==> src/rtl/lcd_pkg.sv <==
// Shared types, command bytes and character ROM for the status LCD.
// Helpers turn labels, mode names and clock fields into ASCII bytes.
package lcd_pkg;

    typedef enum logic [2:0] {
        PWR_WAIT,
        INIT,
        CLR_WAIT,
        REFRESH,
        IDLE
    } state_t;

    typedef enum logic [1:0] {
        SETUP,
        PULSE,
        HOLD
    } phase_t;

    typedef struct packed {
        logic [1:0] mode;
        logic [4:0] hour;
        logic [5:0] minute;
        logic [5:0] second;
    } snap_t;

    localparam logic [7:0] CMD_FUNC_SET = 8'h38;
    localparam logic [7:0] CMD_DISP_ON  = 8'h0C;
    localparam logic [7:0] CMD_ENTRY    = 8'h06;
    localparam logic [7:0] CMD_CLEAR    = 8'h01;
    localparam logic [7:0] CMD_LINE1    = 8'h80;
    localparam logic [7:0] CMD_LINE2    = 8'hC0;

    localparam logic [7:0] CH_SPACE = 8'h20;
    localparam logic [7:0] CH_COLON = 8'h3A;
    localparam logic [7:0] CH_DASH  = 8'h2D;
    localparam logic [7:0] CH_ZERO  = 8'h30;

    localparam logic [47:0] LABEL_MODE = "MODE: ";
    localparam logic [47:0] LABEL_TIME = "TIME: ";

    localparam logic [79:0] NAME_DAY   = "DAY       ";
    localparam logic [79:0] NAME_NIGHT = "NIGHT     ";
    localparam logic [79:0] NAME_EMERG = "EMERGENCY ";
    localparam logic [79:0] NAME_ERROR = "ERROR     ";

    function automatic logic [7:0] init_cmd(input logic [1:0] i);
        logic [7:0] c;
        case (i)
            2'd0:    c = CMD_FUNC_SET;
            2'd1:    c = CMD_DISP_ON;
            2'd2:    c = CMD_ENTRY;
            default: c = CMD_CLEAR;
        endcase
        return c;
    endfunction

    function automatic logic [79:0] mode_name(input logic [1:0] m);
        logic [79:0] n;
        case (m)
            2'd0:    n = NAME_DAY;
            2'd1:    n = NAME_NIGHT;
            2'd2:    n = NAME_EMERG;
            default: n = NAME_ERROR;
        endcase
        return n;
    endfunction

    // Character i of a 6-char label, leftmost first
    function automatic logic [7:0] label_char(
        input logic [47:0] s,
        input logic [3:0]  i
    );
        logic [47:0] t;
        t = s << {i, 3'b000};
        return t[47:40];
    endfunction

    // Character i of a 10-char name, leftmost first
    function automatic logic [7:0] name_char(
        input logic [79:0] s,
        input logic [3:0]  i
    );
        logic [79:0] t;
        t = s << {i, 3'b000};
        return t[79:72];
    endfunction

    // Two ASCII digits, or "--" when the value exceeds lim
    function automatic logic [15:0] two_digit(
        input logic [5:0] v,
        input logic [5:0] lim
    );
        logic [5:0] tens;
        logic [5:0] units;
        logic [15:0] r;
        tens  = v / 6'd10;
        units = v % 6'd10;
        if (v > lim) begin
            r = {CH_DASH, CH_DASH};
        end else begin
            r = {CH_ZERO + {2'b00, tens}, CH_ZERO + {2'b00, units}};
        end
        return r;
    endfunction

    function automatic phase_t next_phase(input phase_t p);
        phase_t n;
        case (p)
            SETUP:   n = PULSE;
            PULSE:   n = HOLD;
            default: n = SETUP;
        endcase
        return n;
    endfunction

endpackage

==> src/rtl/lcd_status_display_char_gen.sv <==
// Maps a line/column position and the status snapshot to one ASCII byte.
// Line 0 shows the mode name, line 1 the time as HH:MM:SS.
module lcd_char_gen
    import lcd_pkg::*;
(
    input  logic       line,
    input  logic [3:0] index,
    input  snap_t      snap,
    output logic [7:0] char_o
);

    logic [15:0] hh;
    logic [15:0] mm;
    logic [15:0] ss;

    // Select the character for the requested screen position
    always_comb begin
        hh = two_digit({1'b0, snap.hour}, 6'd23);
        mm = two_digit(snap.minute, 6'd59);
        ss = two_digit(snap.second, 6'd59);
        char_o = CH_SPACE;
        if (!line) begin
            if (index < 4'd6) begin
                char_o = label_char(LABEL_MODE, index);
            end else begin
                char_o = name_char(mode_name(snap.mode), index - 4'd6);
            end
        end else begin
            case (index)
                4'd0, 4'd1, 4'd2, 4'd3, 4'd4, 4'd5:
                    char_o = label_char(LABEL_TIME, index);
                4'd6:    char_o = hh[15:8];
                4'd7:    char_o = hh[7:0];
                4'd8:    char_o = CH_COLON;
                4'd9:    char_o = mm[15:8];
                4'd10:   char_o = mm[7:0];
                4'd11:   char_o = CH_COLON;
                4'd12:   char_o = ss[15:8];
                4'd13:   char_o = ss[7:0];
                default: char_o = CH_SPACE;
            endcase
        end
    end

endmodule

==> src/rtl/lcd_status_display.sv <==
// HD44780 16x2 status display: power-up init, then periodic or requested
// refreshes of the mode line and the time line in 3-cycle byte transfers.
module lcd_status_display
    import lcd_pkg::*;
#(
    parameter int POWERUP_DELAY  = 20,
    parameter int CLEAR_WAIT     = 2,
    parameter int REFRESH_PERIOD = 1000
) (
    input  logic       clock,
    input  logic       reset,
    input  logic       refresh_req,
    input  logic [1:0] mode,
    input  logic [4:0] hour,
    input  logic [5:0] minute,
    input  logic [5:0] second,
    output logic       LCD_E,
    output logic       LCD_RS,
    output logic       LCD_RW,
    output logic [7:0] LCD_DATA,
    output logic       busy
);

    localparam logic [15:0] PWR_LAST    = 16'(POWERUP_DELAY - 1);
    localparam logic [15:0] CLR_LAST    = 16'(CLEAR_WAIT - 1);
    localparam logic [15:0] PERIOD_LAST = 16'(REFRESH_PERIOD - 1);

    state_t      state_q, state_d;
    phase_t      phase_q, phase_d;
    logic [15:0] timer_q, timer_d;
    logic [15:0] period_q, period_d;
    logic [3:0]  idx_q, idx_d;
    logic        line_q, line_d;
    logic        cmd_q, cmd_d;
    logic        pending_q, pending_d;
    snap_t       snap_q, snap_d;
    logic [7:0]  data_q, data_d;
    logic        rs_q, rs_d;

    logic        go_refresh;
    logic        xfer;
    logic        first_cycle;
    logic [7:0]  gen_char;
    logic [7:0]  cur_byte;
    logic        cur_rs;

    lcd_char_gen u_char_gen (
        .line   (line_q),
        .index  (idx_q),
        .snap   (snap_q),
        .char_o (gen_char)
    );

    // Main sequencer: init steps, byte position and refresh launch
    always_comb begin
        state_d    = state_q;
        phase_d    = phase_q;
        timer_d    = timer_q;
        idx_d      = idx_q;
        line_d     = line_q;
        cmd_d      = cmd_q;
        go_refresh = 1'b0;
        unique case (state_q)
            PWR_WAIT: begin
                if (timer_q == PWR_LAST) begin
                    state_d = INIT;
                    timer_d = '0;
                    idx_d   = '0;
                    phase_d = SETUP;
                end else begin
                    timer_d = timer_q + 16'd1;
                end
            end
            INIT: begin
                phase_d = next_phase(phase_q);
                if (phase_q == HOLD) begin
                    if (idx_q == 4'd3) begin
                        idx_d = '0;
                        if (CLEAR_WAIT == 0) begin
                            go_refresh = 1'b1;
                        end else begin
                            state_d = CLR_WAIT;
                            timer_d = '0;
                        end
                    end else begin
                        idx_d = idx_q + 4'd1;
                    end
                end
            end
            CLR_WAIT: begin
                if (timer_q == CLR_LAST) begin
                    go_refresh = 1'b1;
                end else begin
                    timer_d = timer_q + 16'd1;
                end
            end
            REFRESH: begin
                phase_d = next_phase(phase_q);
                if (phase_q == HOLD) begin
                    if (cmd_q) begin
                        cmd_d = 1'b0;
                    end else if (idx_q == 4'd15) begin
                        idx_d = 4'd0;
                        if (line_q) begin
                            state_d = IDLE;
                        end else begin
                            line_d = 1'b1;
                            cmd_d  = 1'b1;
                        end
                    end else begin
                        idx_d = idx_q + 4'd1;
                    end
                end
            end
            IDLE: begin
                if (refresh_req || pending_q ||
                    period_q == PERIOD_LAST) begin
                    go_refresh = 1'b1;
                end
            end
            default: state_d = PWR_WAIT;
        endcase
        if (go_refresh) begin
            state_d = REFRESH;
            phase_d = SETUP;
            idx_d   = '0;
            line_d  = 1'b0;
            cmd_d   = 1'b1;
        end
    end

    // Period counter restarts at each refresh start and saturates
    always_comb begin
        period_d = period_q;
        if (go_refresh) begin
            period_d = '0;
        end else if (period_q != PERIOD_LAST) begin
            period_d = period_q + 16'd1;
        end
    end

    // One-deep request memory for requests arriving while busy
    always_comb begin
        pending_d = pending_q;
        if (state_q != IDLE && refresh_req) begin
            pending_d = 1'b1;
        end
        if (state_q == IDLE && go_refresh) begin
            pending_d = 1'b0;
        end
    end

    // Freeze the status inputs on the first refresh cycle
    always_comb begin
        first_cycle = (state_q == REFRESH) && cmd_q &&
                      !line_q && (phase_q == SETUP);
        snap_d = snap_q;
        if (first_cycle) begin
            snap_d = '{mode: mode, hour: hour,
                       minute: minute, second: second};
        end
    end

    // Byte for the current position; RS/DATA load at SETUP and then hold
    always_comb begin
        xfer     = (state_q == INIT) || (state_q == REFRESH);
        cur_byte = 8'h00;
        cur_rs   = 1'b0;
        if (state_q == INIT) begin
            cur_byte = init_cmd(idx_q[1:0]);
        end else if (state_q == REFRESH) begin
            if (cmd_q) begin
                cur_byte = line_q ? CMD_LINE2 : CMD_LINE1;
            end else begin
                cur_byte = gen_char;
                cur_rs   = 1'b1;
            end
        end
        data_d = data_q;
        rs_d   = rs_q;
        if (xfer && phase_q == SETUP) begin
            data_d = cur_byte;
            rs_d   = cur_rs;
        end
    end

    // State registers; reset aborts any transfer and restarts init
    always_ff @(posedge clock or posedge reset) begin
        if (reset) begin
            state_q   <= PWR_WAIT;
            phase_q   <= SETUP;
            timer_q   <= '0;
            period_q  <= '0;
            idx_q     <= '0;
            line_q    <= 1'b0;
            cmd_q     <= 1'b0;
            pending_q <= 1'b0;
            snap_q    <= '0;
            data_q    <= '0;
            rs_q      <= 1'b0;
        end else begin
            state_q   <= state_d;
            phase_q   <= phase_d;
            timer_q   <= timer_d;
            period_q  <= period_d;
            idx_q     <= idx_d;
            line_q    <= line_d;
            cmd_q     <= cmd_d;
            pending_q <= pending_d;
            snap_q    <= snap_d;
            data_q    <= data_d;
            rs_q      <= rs_d;
        end
    end

    assign LCD_E    = xfer && (phase_q == PULSE);
    assign LCD_RS   = rs_d;
    assign LCD_DATA = data_d;
    assign LCD_RW   = 1'b0;
    assign busy     = (state_q != IDLE);

endmodule

==> config.mk <==
export PLATFORM = sky130hd
export DESIGN_NAME = lcd_status_display
export DESIGN_NICKNAME = d
export VERILOG_FILES = /design/src/rtl/lcd_pkg.sv /design/src/rtl/lcd_status_display_char_gen.sv /design/src/rtl/lcd_status_display.sv
export SDC_FILE = /design/constraint.sdc
export NUM_CORES = 1
export LEC_CHECK = 0
export ABC_CLOCK_PERIOD_IN_PS = 3100
export BUFFER_PORTS_ARGS = -buffer_cell sky130_fd_sc_hd__buf_2
export CAP_MARGIN = 40
export CORE_MARGIN = 2
export CORE_UTILIZATION = 45
export DETAILED_ROUTE_END_ITERATION = 7
export RECOVER_POWER = 25
export SLEW_MARGIN = 10
export SYNTH_ARGS = -nofsm -noshare
export SYNTH_HDL_FRONTEND = slang
export SYNTH_HIERARCHICAL = 1
export SYNTH_SLANG_ARGS = --single-unit
==> constraint.sdc <==
create_clock -name clock -period 3.1 [get_ports clock]
set_input_delay 0.62 -clock clock [delete_from_list [all_inputs] [get_ports clock]]
set_output_delay 0.62 -clock clock [all_outputs]
set_load 0.02 [all_outputs]
## Word level (Yosys, flattened, before mapping)

Index checks and enable logic that the tools add are counted.

| storage, ports and cells | value |
|---|---|
| register bits | 72 |
| input port bits | 22 |
| output and inout port bits | 12 |
| word-level logic and storage cells | 175 |

| cells by class | value |
|---|---|
| add/sub/neg operators | 10 |
| divide/modulo/power cells | 6 |
| order comparisons | 4 |
| equal/unequal tests | 41 |
| shift-type cells | 3 |
| multiplexer cells | 63 |
| reductions and logical operators | 34 |

Operators with widths:

| kind | number |
|---|---|
| case mux 76 bit (3 select lines) | 1 |
| two-way mux 80 bit | 2 |
| two-way mux 16 bit | 9 |
| left shift 47 x 7 -> 48 bit (first input constant) | 2 |
| left shift 80 x 7 -> 80 bit | 1 |
| case mux 8 bit (8 select lines) | 1 |
| two-way mux 8 bit | 6 |
| case mux 16 bit (3 select lines) | 1 |
| adder 6 x 6 -> 7 bit (first input constant) | 6 |
| adder 16 x 1 -> 16 bit (second input constant) | 2 |
| == test 4 bit (second input constant) | 7 |
| two-way mux 4 bit | 7 |
| two-way mux 3 bit | 8 |
| != test 3 bit (second input constant) | 8 |
| two-way mux 1 bit | 19 |
| case mux 6 bit (3 select lines) | 1 |
| == test 16 x 1 -> 1 bit (second input constant) | 1 |
| == test 16 x 10 -> 1 bit (second input constant) | 1 |
| == test 16 x 5 -> 1 bit (second input constant) | 1 |
| == test 4 x 3 -> 1 bit (second input constant) | 4 |
| != test 16 x 10 -> 1 bit (second input constant) | 1 |
| divider 6 x 4 -> 6 bit (second input constant) | 2 |
| > comparator 6 bit (second input constant) | 2 |
| remainder unit 6 x 4 -> 6 bit (second input constant) | 2 |
| 36 further kinds | 66 |

## Depth between registers and ports, before layout

Gate-level depths: netlist (run 1).

| logic depth | value |
|---|---|
| depth after elaboration | 11 |
| depth in mapped cells | 13 |
| gate-level depth less buffers | 13 |

## Cells and area by module

The synthesis (run 1) kept the hierarchy.

Modules (own cells, without submodules):

| module | instances | cells each | area each (um^2) |
|---|---|---|---|
| lcd_status_display | 1 | 374 | 3736.1 |
| lcd_char_gen | 1 | 344 | 2133.3 |

## Least setup slack after synthesis (run 1)

Ideal clock, no wire load.

| timing path | value |
|---|---|
| kind | register -> output |
| start | register snap_q[16] (netlist bit) |
| end | output LCD_DATA[6] |
| data arrival time | 2797 ps |
| required time | 2480 ps |
| slack | -317 ps |
| cell stages (with the launch flop) | 12 |
| path buffers | 1 |
| cells stage by stage | dfrtp_1 -> clkbuf_1 -> nor2b_1 -> a21oi_1 -> ha_1 -> or4_1 -> ha_1 -> nor3_1 -> nor4_1 -> o22ai_1 -> mux2i_1 -> o31ai_1 |

| on the way | value |
|---|---|
| word-level cells in the longest chain between the ends | 9 |

RTL lines:

| what | RTL line | RTL |
|---|---|---|
| start: declaration | lcd_status_display.sv:36 | `snap_t snap_q, snap_d;` |
| start signal: assignment | lcd_status_display.sv:210 | `snap_q <= snap_d;` |
| remainder unit 5 x 4 -> 6 bit or divider 5 x 4 -> 6 bit (tied branches) | lcd_pkg.sv:97, lcd_pkg.sv:96 |  |
| adder 6 x 6 -> 7 bit | lcd_pkg.sv:101 | `r = {CH_ZERO + {2'b00, tens}, CH_ZERO + {2'b00, units}};` |
| two-way mux 16 bit (*) | lcd_pkg.sv:98 | `if (v > lim) begin` |
| case mux 8 bit (8 select lines) (*) | lcd_status_display_char_gen.sv:29 | `case (index)` |
| two-way mux 8 bit (*) | lcd_status_display_char_gen.sv:22 | `if (!line) begin` |
| net gen_char[6] | lcd_status_display.sv:43 | `logic [7:0] gen_char;` |
| two-way mux 8 bit (*) | lcd_status_display.sv:172 | `if (cmd_q) begin` |
| two-way mux 8 bit (*) | lcd_status_display.sv:171 | `end else if (state_q == REFRESH) begin` |
| two-way mux 8 bit (*) | lcd_status_display.sv:169 | `if (state_q == INIT) begin` |
| two-way mux 8 bit (*) | lcd_status_display.sv:181 | `if (xfer && phase_q == SETUP) begin` |
| end: declaration | lcd_status_display.sv:20 | `output logic [7:0] LCD_DATA,` |

Mark *: on every way through the listed nets, which the timed path passes. The rest lies on a longest branch.

## Worst setup path after layout (run 1)

| timing path | value |
|---|---|
| start | register snap_q[9] (netlist bit) |
| end | output LCD_DATA[0] |

| on the way | value |
|---|---|
| word-level cells in the longest chain between the ends | 9 |

RTL lines:

| what | RTL line |
|---|---|
| remainder unit 6 x 4 -> 6 bit or divider 6 x 4 -> 6 bit (tied branches) | lcd_pkg.sv:97, lcd_pkg.sv:96 |
| adder 6 x 6 -> 7 bit | lcd_pkg.sv:101 |
| two-way mux 16 bit (*) | lcd_pkg.sv:98 |
| case mux 8 bit (8 select lines) (*) | lcd_status_display_char_gen.sv:29 |
| two-way mux 8 bit (*) | lcd_status_display_char_gen.sv:22 |
| net gen_char[0] | lcd_status_display.sv:43 |
| two-way mux 8 bit (*) | lcd_status_display.sv:172 |
| two-way mux 8 bit (*) | lcd_status_display.sv:171 |
| two-way mux 8 bit (*) | lcd_status_display.sv:169 |
| two-way mux 8 bit (*) | lcd_status_display.sv:181 |

Marked as above.

==> results.sh, run 1 <==
export IMPL_cpPeakStageDelay_ns=0.41
export IMPL_highest_layer="met4"
export IMPL_seq_area_frac_synth_pct=30.70
export IMPL_period_share_pct=113.8
export IMPL_path_max_fanout=14
export IMPL_boundaryPins=34
export IMPL_postRouteAntennaNets=0
export IMPL_clk_insertion_delay_late_ns=0.34
export IMPL_slew_viol_final=0
export IMPL_routed_wl_um=16140
export IMPL_dieArea_um2=13970
export IMPL_status="complete, but fails checks"
export IMPL_dr_pass1_iters=6
export IMPL_synth_avg_cell_area_um2=8.175
export IMPL_root_buffer="clkbuf_16"
export IMPL_r2r_slack_ns=0.46
export IMPL_crit_required_ns=2.48
export IMPL_setup_slack_ns=-0.4279
export IMPL_drive_above_1_share_pct=30.14
export IMPL_synth_ff_type="dfrtp_1"
export IMPL_power_frac_comb_pct=12.4
export IMPL_wl_met2_um=7941
export IMPL_finClkSkew_ns=0.009095
export IMPL_diodes=0
export IMPL_synth_top_family_by_area="simple AND/OR/NAND/NOR gates"
export IMPL_fmax_ghz=0.2835
export IMPL_synth_async_reset_ratio_pct=100.0
export IMPL_synth_xor_area_share_pct=3.283
export IMPL_dr_wl_met3_um=678
export IMPL_start_kind="flop"
export IMPL_violations="setup timing"
export IMPL_p_switching_uw=541.4
export IMPL_die_y_um=118.2
export IMPL_cp_common_cell="buf_4"
export IMPL_synth_area_um2=5869
export IMPL_gp_congestion=0.9898
export IMPL_synth_cell_types=75
export IMPL_clkSinkCount=72
export IMPL_hold_buffers=0
export IMPL_synth_adder_area_share_pct=6.182
export IMPL_crit_slowest_cell="dfrtp_1"
export IMPL_wl_met1_um=7203
export IMPL_dp_hpwl_um=11630
export IMPL_drt_iter0_drc=401
export IMPL_utilization_pct=59.88
export IMPL_rsz0062_at_grt="yes"
export IMPL_pwr_share_seq_pct=42.2
export IMPL_grt_max_degree=28
export IMPL_final_hold_viol_count=0
export IMPL_synth_edff_count=0
export IMPL_overflow=0
export IMPL_final_nets=882
export IMPL_antenna_found_initial=0
export IMPL_preCtsSetupSlack_ns=-0.2010
export IMPL_rows=41
export IMPL_p_sw_share_pct=23.58
export IMPL_ys_ff_latch=72
export IMPL_crit_arrival_ns=2.91
export IMPL_synthSimpleGateAreaFrac_pct=24.66
export IMPL_grt_pass1_wl_um=27570
export IMPL_synth_cells=718
export IMPL_slew_limit_headroom_pct=17.12
export IMPL_syn_to_final_growth_pct=29.27
export IMPL_p_leak_uw=0.003177
export IMPL_path_cells="buf_4 -> buf_4 -> and4_1 -> nand3_1 -> a21oi_1 -> a2111o_1 -> a211oi_1 -> o221ai_1 -> a221oi_1 -> nor2_1 -> buf_2"
export IMPL_grt_pass1_vias=5730
export IMPL_clk_pin_slew_ns=0.06
export IMPL_cts_made_buffers=9
export IMPL_cp_end_kind="output port"
export IMPL_die_w_um=118.2
export IMPL_yosys_warnings=6
export IMPL_synth_compound_area_share_pct=23.90
export IMPL_cts_tree="yes"
export IMPL_maxCapViolCount=0
export IMPL_core_area_um2=12670
export IMPL_fin_crit_ns=3.528
export IMPL_io_buffers=32
export IMPL_p_per_area_nw_per_um2=302.6
export IMPL_grt_use_total_pct=23.79
export IMPL_wl_per_cell_um=16.01
export IMPL_drc_errors=0
export IMPL_hold_path_class="reg -> reg"
export IMPL_path_class="reg -> out"
export IMPL_tightest_slew_ns=1.243
export IMPL_via_per_inst=5.743
export IMPL_vdd_drop_max_mv=0.3578
export IMPL_vias=5789
export IMPL_cts_buffer_depth=2
export IMPL_setup_viol=7
export IMPL_pwr_share_clk_pct=45.4
export IMPL_start_util_pct=46.32
export IMPL_intPower_uw=1755
export IMPL_synth_mux_area_share_pct=5.436
export IMPL_htree_levels=3
==> state kept, by name, indices dropped and copies added (netlist names) <==
| name | count |
|---|---|
| cmd_q | 1 |
| data_q | 8 |
| idx_q | 4 |
| line_q | 1 |
| pending_q | 1 |
| period_q | 16 |
| phase_q | 2 |
| rs_q | 1 |
| snap_q | 19 |
| state_q | 3 |
| timer_q | 16 |
==> routing by layer <==
| metal | global-route usage [%] | up-vias |
|---|---|---|
| met1 | 30.42 | 2786 |
| met4 | 7.831 | 0 |
| li1 | - | 2854 |
| met5 | 0 | - |
| met3 | 4.537 | 30 |
| met2 | 40.35 | 119 |
==> cell usage in the layout, fill, tap and decap left out, types with 5 or more instances in the layout <==
cell type and count:
ha_4 5, nand2b_1 17, buf_6 7, ha_2 5, buf_4 104, o22ai_1 11, ha_1 19, nor2_1 72
mux2_2 21, a21oi_2 9, a21o_1 10, nand2_1 61, and3_1 9, a21oi_1 34, nor3_1 17, nand3_1 24
nor2b_1 13, dfrtp_1 67, a211oi_1 5, xnor2_1 12, a221o_1 5, o21ai_0 26, xor2_1 9, buf_2 26
mux2i_1 6, nor4_1 6, clkbuf_16 9, o21ai_1 11, a31oi_1 14, inv_1 26, o211ai_1 14, conb_1 7
dfrtp_2 5, nand4_1 11, or3_1 8
==> cell type report <==
| type | instances | area [um2] |
|---|---|---|
| Inverter | 29 | 111.4 |
| Sequential cell | 72 | 1808 |
| Timing Repair Buffer | 143 | 1076 |
| Fill cell | 1148 | 5084 |
| Clock buffer | 13 | 260.3 |
| Tap cell | 172 | 215.2 |
| Clock inverter | 3 | 40.04 |
| Multi-Input combinational cell | 576 | 4076 |
==> per-stage QoR <==
step	power [uW]	instance area, um2	setup TNS [ns]	cells	hold WS (ns)
detailed placement	1228	6748	-0.5584	973	0.4593
global route	2404	7587	-2.953	1008	0.4810
floorplan	1136	5908	-0.05610	722	0.4752
CTS	2317	7533	-2.009	1007	0.3518
global placement	1220	6748	-0.2608	973	0.4560
finish	2296	7587	-2.053	1008	0.4721
==> synth_stat cells, drive strengths merged (10+ instances only) <==
library cell,n,share of area [%]
a21o,10,1.3
a21oi,44,3.9
a31oi,16,2.0
buf,21,2.3
clkbuf,24,1.5
dfrtp,72,31
ha,29,6.2
inv,29,1.9
mux2,21,4.0
nand2,63,4.0
nand2b,18,1.9
nand3,25,2.1
nand4,11,1.2
nor2,72,4.6
nor2b,18,2.0
nor3,21,2.0
o211ai,14,1.8
o21ai,39,3.4
o22ai,12,1.3
xnor2,12,1.8
xor2,10,1.5
==> kinds of logic (layout without fill, tap and decap cells) <==
group / count (synthesis) / after routing
simple gates: 285 / 285
compound gates: 205 / 205
buf+inv: 74 / 188
flops: 72 / 72
fa+ha+maj: 29 / 29
mux: 28 / 28
xor+xnor: 22 / 22
other cells: 3 / 7
==> path summary, 6_finish.rpt <==
path | from | end | depth (start not counted)
setup / recovery | snap_q[9] | LCD_DATA[0] | 11
hold / removal | rs_q | rs_q | 2
setup reg to reg | snap_q[9] | data_q[0] | 11
hold reg to reg | rs_q | rs_q | 2
max in group asynchronous | reset | idx_q[1] | 3
min in group asynchronous | reset | snap_q[8] | 2
==> what timing repair did <==
| item | in CTS | in global routing |
|---|---|---|
| setup buffers | 17 | 1 |
| pin swaps | 34 | 17 |
| cloned | 2 | 0 |
| gates resized for setup | 82 | 13 |
| endpoints found under the setup margin | 7 | 7 |
==> power by group through the flow <==
| stage | Clock, uW | Sequential (uW) | Combinational [uW] |
|---|---|---|---|
| 6_report | 1040 | 969 | 284 |
| 5_1_grt | 1120 | 971 | 316 |
| 4_1_cts | 1070 | 968 | 276 |
| 3_5_place_dp | 0 | 985 | 243 |
| 3_3_place_gp | 0 | 984 | 236 |
| 2_1_floorplan | 0 | 982 | 153 |
==> critical path: cells and delay by family (launching register included) <==
family	cells	cell delay (ns)
compound gates	5	1.20
buf+inv	3	0.50
simple gates	3	0.46
flops	1	0.41
(Power assumes the default switching activity.)
==> run 2: changes to the inputs <==
--- a/config.mk
+++ b/config.mk
@@ -5,11 +5,12 @@
 export SDC_FILE = /design/constraint.sdc
 export NUM_CORES = 1
 export LEC_CHECK = 0
-export ABC_CLOCK_PERIOD_IN_PS = 3100
+export ABC_CLOCK_PERIOD_IN_PS = 3300
 export BUFFER_PORTS_ARGS = -buffer_cell sky130_fd_sc_hd__buf_2
 export CAP_MARGIN = 40
 export CORE_MARGIN = 2
 export CORE_UTILIZATION = 45
+export CTS_CLUSTER_SIZE = 30
 export DETAILED_ROUTE_END_ITERATION = 7
 export RECOVER_POWER = 25
 export SLEW_MARGIN = 10
==> constraint.sdc (replaced) <==
create_clock -name clock -period 3.3 [get_ports clock]
set_input_delay 0.66 -clock clock [delete_from_list [all_inputs] [get_ports clock]]
set_output_delay 0.66 -clock clock [all_outputs]
set_load 0.02 [all_outputs]
==> run 2 against run 1 <==
Effect of this change: the flow still finishes with violations (setup timing); largest cell class unchanged; worst hold slack worse by 0.058 ns; clock-buffer cell count down 3; wire length down 2.4%; global-route usage down 0.77 points; critical path depth up 2; utilization down 2.2 points; first-iteration DRC count up 17%; final cell count down 2.9%; register-to-register slack worse by 0.50 ns; clock power down 5%; die area unchanged; non-clock buffer count down 29.
==> results.sh, run 2 (synthesis results as in run 1) <==
export IMPL_via_per_inst=5.826
export IMPL_path_class="reg -> out"
export IMPL_start_util_pct=46.32
export IMPL_dr_pass1_iters=5
export IMPL_cts_tree="yes"
export IMPL_io_buffers=32
export IMPL_crit_required_ns=2.64
export IMPL_slew_viol_final=0
export IMPL_start_kind="flop"
export IMPL_antenna_found_initial=0
export IMPL_boundaryPins=34
export IMPL_place_area_um2=6518
export IMPL_fmax_ghz=0.2850
export IMPL_hold_path_class="in -> async"
export IMPL_postRouteAntennaNets=0
export IMPL_rows=41
export IMPL_fin_crit_ns=3.508
export IMPL_die_y_um=118.2
export IMPL_cts_buffer_depth=2
export IMPL_dieArea_um2=13970
export IMPL_hold_buffers=0
export IMPL_setup_tns_ns=-0.9316
export IMPL_crit_arrival_ns=2.85
export IMPL_slew_limit_headroom_pct=7.053
export IMPL_grt_max_degree=57
export IMPL_reg2reg_to="data_q[5]"
export IMPL_setup_slack_ns=-0.2085
export IMPL_drt_iter0_drc=469
export IMPL_die_w_um=118.2
export IMPL_grt_use_total_pct=23.02
export IMPL_final_cell_area_um2=7308
export IMPL_mostFrequentLayoutCell="buf_4"
export IMPL_maxCapViolCount=0
export IMPL_clk_insertion_delay_late_ns=0.35
export IMPL_grt_pass1_vias=5531
export IMPL_path_max_fanout=3
export IMPL_gp_congestion=0.9689
export IMPL_tightest_slew_ns=1.394
export IMPL_p_per_area_nw_per_um2=294.4
export IMPL_overflow=0
export IMPL_final_hold_viol_count=0
export IMPL_cts_made_buffers=9
export IMPL_setup_viol=8
export IMPL_violations="setup timing"
export IMPL_mostFrequentLayoutCells="buf_4, nor2_1, dfrtp_1"
export IMPL_vias=5704
export IMPL_drc_errors=0
export IMPL_r2r_slack_ns=-0.04
export IMPL_clk_pin_slew_ns=0.07
export IMPL_period_share_pct=106.3
export IMPL_top_register="snap_q"
export IMPL_drive_above_1_share_pct=27.51
export IMPL_root_buffer="clkbuf_16"
export IMPL_cp_end_kind="output port"
export IMPL_diodes=0
export IMPL_status="complete, but fails checks"
export IMPL_reg2reg_depth=18
export IMPL_routed_wl_um=15750
export IMPL_finClkSkew_ns=0.009585
export IMPL_grt_pass1_wl_um=26630
export IMPL_r2r_start="snap_q[16]"
export IMPL_vdd_drop_max_mv=0.3443
export IMPL_largest_reg_flops=19
export IMPL_wl_per_cell_um=16.08
export IMPL_rsz0062_at_grt="yes"
export IMPL_final_nets=853
export IMPL_dp_hpwl_um=10910
export IMPL_htree_levels=3
export IMPL_syn_to_final_growth_pct=24.52
export IMPL_clkSinkCount=72
export IMPL_top_regs="snap_q: 19 flops, period_q: 16 flops, timer_q: 16 flops"
export IMPL_p_leak_uw=0.003031
export IMPL_core_area_um2=12670
## run 2: through the flow
stage               instances  hold WS [ns]  utilization, %  worst slack, ns  power, uW
floorplan                 722        0.4752               -          0.02029       1067
global placement          941        0.4569           51.44          0.06871       1133
detailed placement        941        0.4757           51.44          0.01914       1139
CTS                       973        0.3100           56.69          -0.2343       2162
global route              979        0.4678           57.68          -0.3391       2238
finish                    979        0.4141           57.68          -0.2085       2152
## run 2: layout make-up
cell class                      instances  area [um2]
Multi-Input combinational cell        576        4045
Clock inverter                          6       68.82
Inverter                               29       108.9
Fill cell                            1182        5363
Sequential cell                        72        1808
Tap cell                              172       215.2
Clock buffer                           10       229.0
Timing Repair Buffer                  114       833.3
## run 2: power breakdown
group	switching [uW]	total [uW]	internal (uW)
sequential	14.9	911	896
combinational	131	248	117
clock	404	993	590
## run 2: timing repair
| item | 4_1_cts | 5_1_grt |
|---|---|---|
| pin swaps | 26 | 24 |
| resized for setup | 63 | 27 |
| setup endpoints to repair | 7 | 8 |
| setup buffers | 16 | 6 |
## run 2: how the worst max path moves through the flow
stage | start | to | slack [ns] | cells after the start
2_1_floorplan | snap_q[16] | LCD_DATA[6] | 0.02 | 11
3_3_place_gp | idx_q[1] | LCD_DATA[1] | 0.07 | 10
3_5_place_dp | snap_q[14] | LCD_DATA[6] | 0.02 | 11
4_1_cts | snap_q[8] | LCD_DATA[2] | -0.23 | 14
5_1_grt | snap_q[2] | LCD_DATA[2] | -0.34 | 14
6_report | snap_q[11] | LCD_DATA[2] | -0.21 | 13
## run 2: per-layer routing
| layer | global-route usage, % | share of wire [%] | vias to the layer above |
|---|---|---|---|
| met5 | 0 | 0 | - |
| met4 | 7.831 | 2.0 | 0 |
| met3 | 4.102 | 4.1 | 23 |
| met2 | 38.73 | 50 | 124 |
| met1 | 29.79 | 44 | 2767 |
| li1 | - | - | 2790 |
## run 2: critical path, stage by stage (launching register included)
cell	delay, ns
dfrtp_1	0.39
nand2b_1	0.17
o211ai_1	0.18
o21ai_1	0.10
ha_2	0.35
a211oi_1	0.07
a21oi_1	0.12
o211ai_1	0.11
a311oi_1	0.22
buf_4	0.16
o22ai_2	0.06
a221oi_2	0.30
nor2_1	0.10
buf_4	0.17
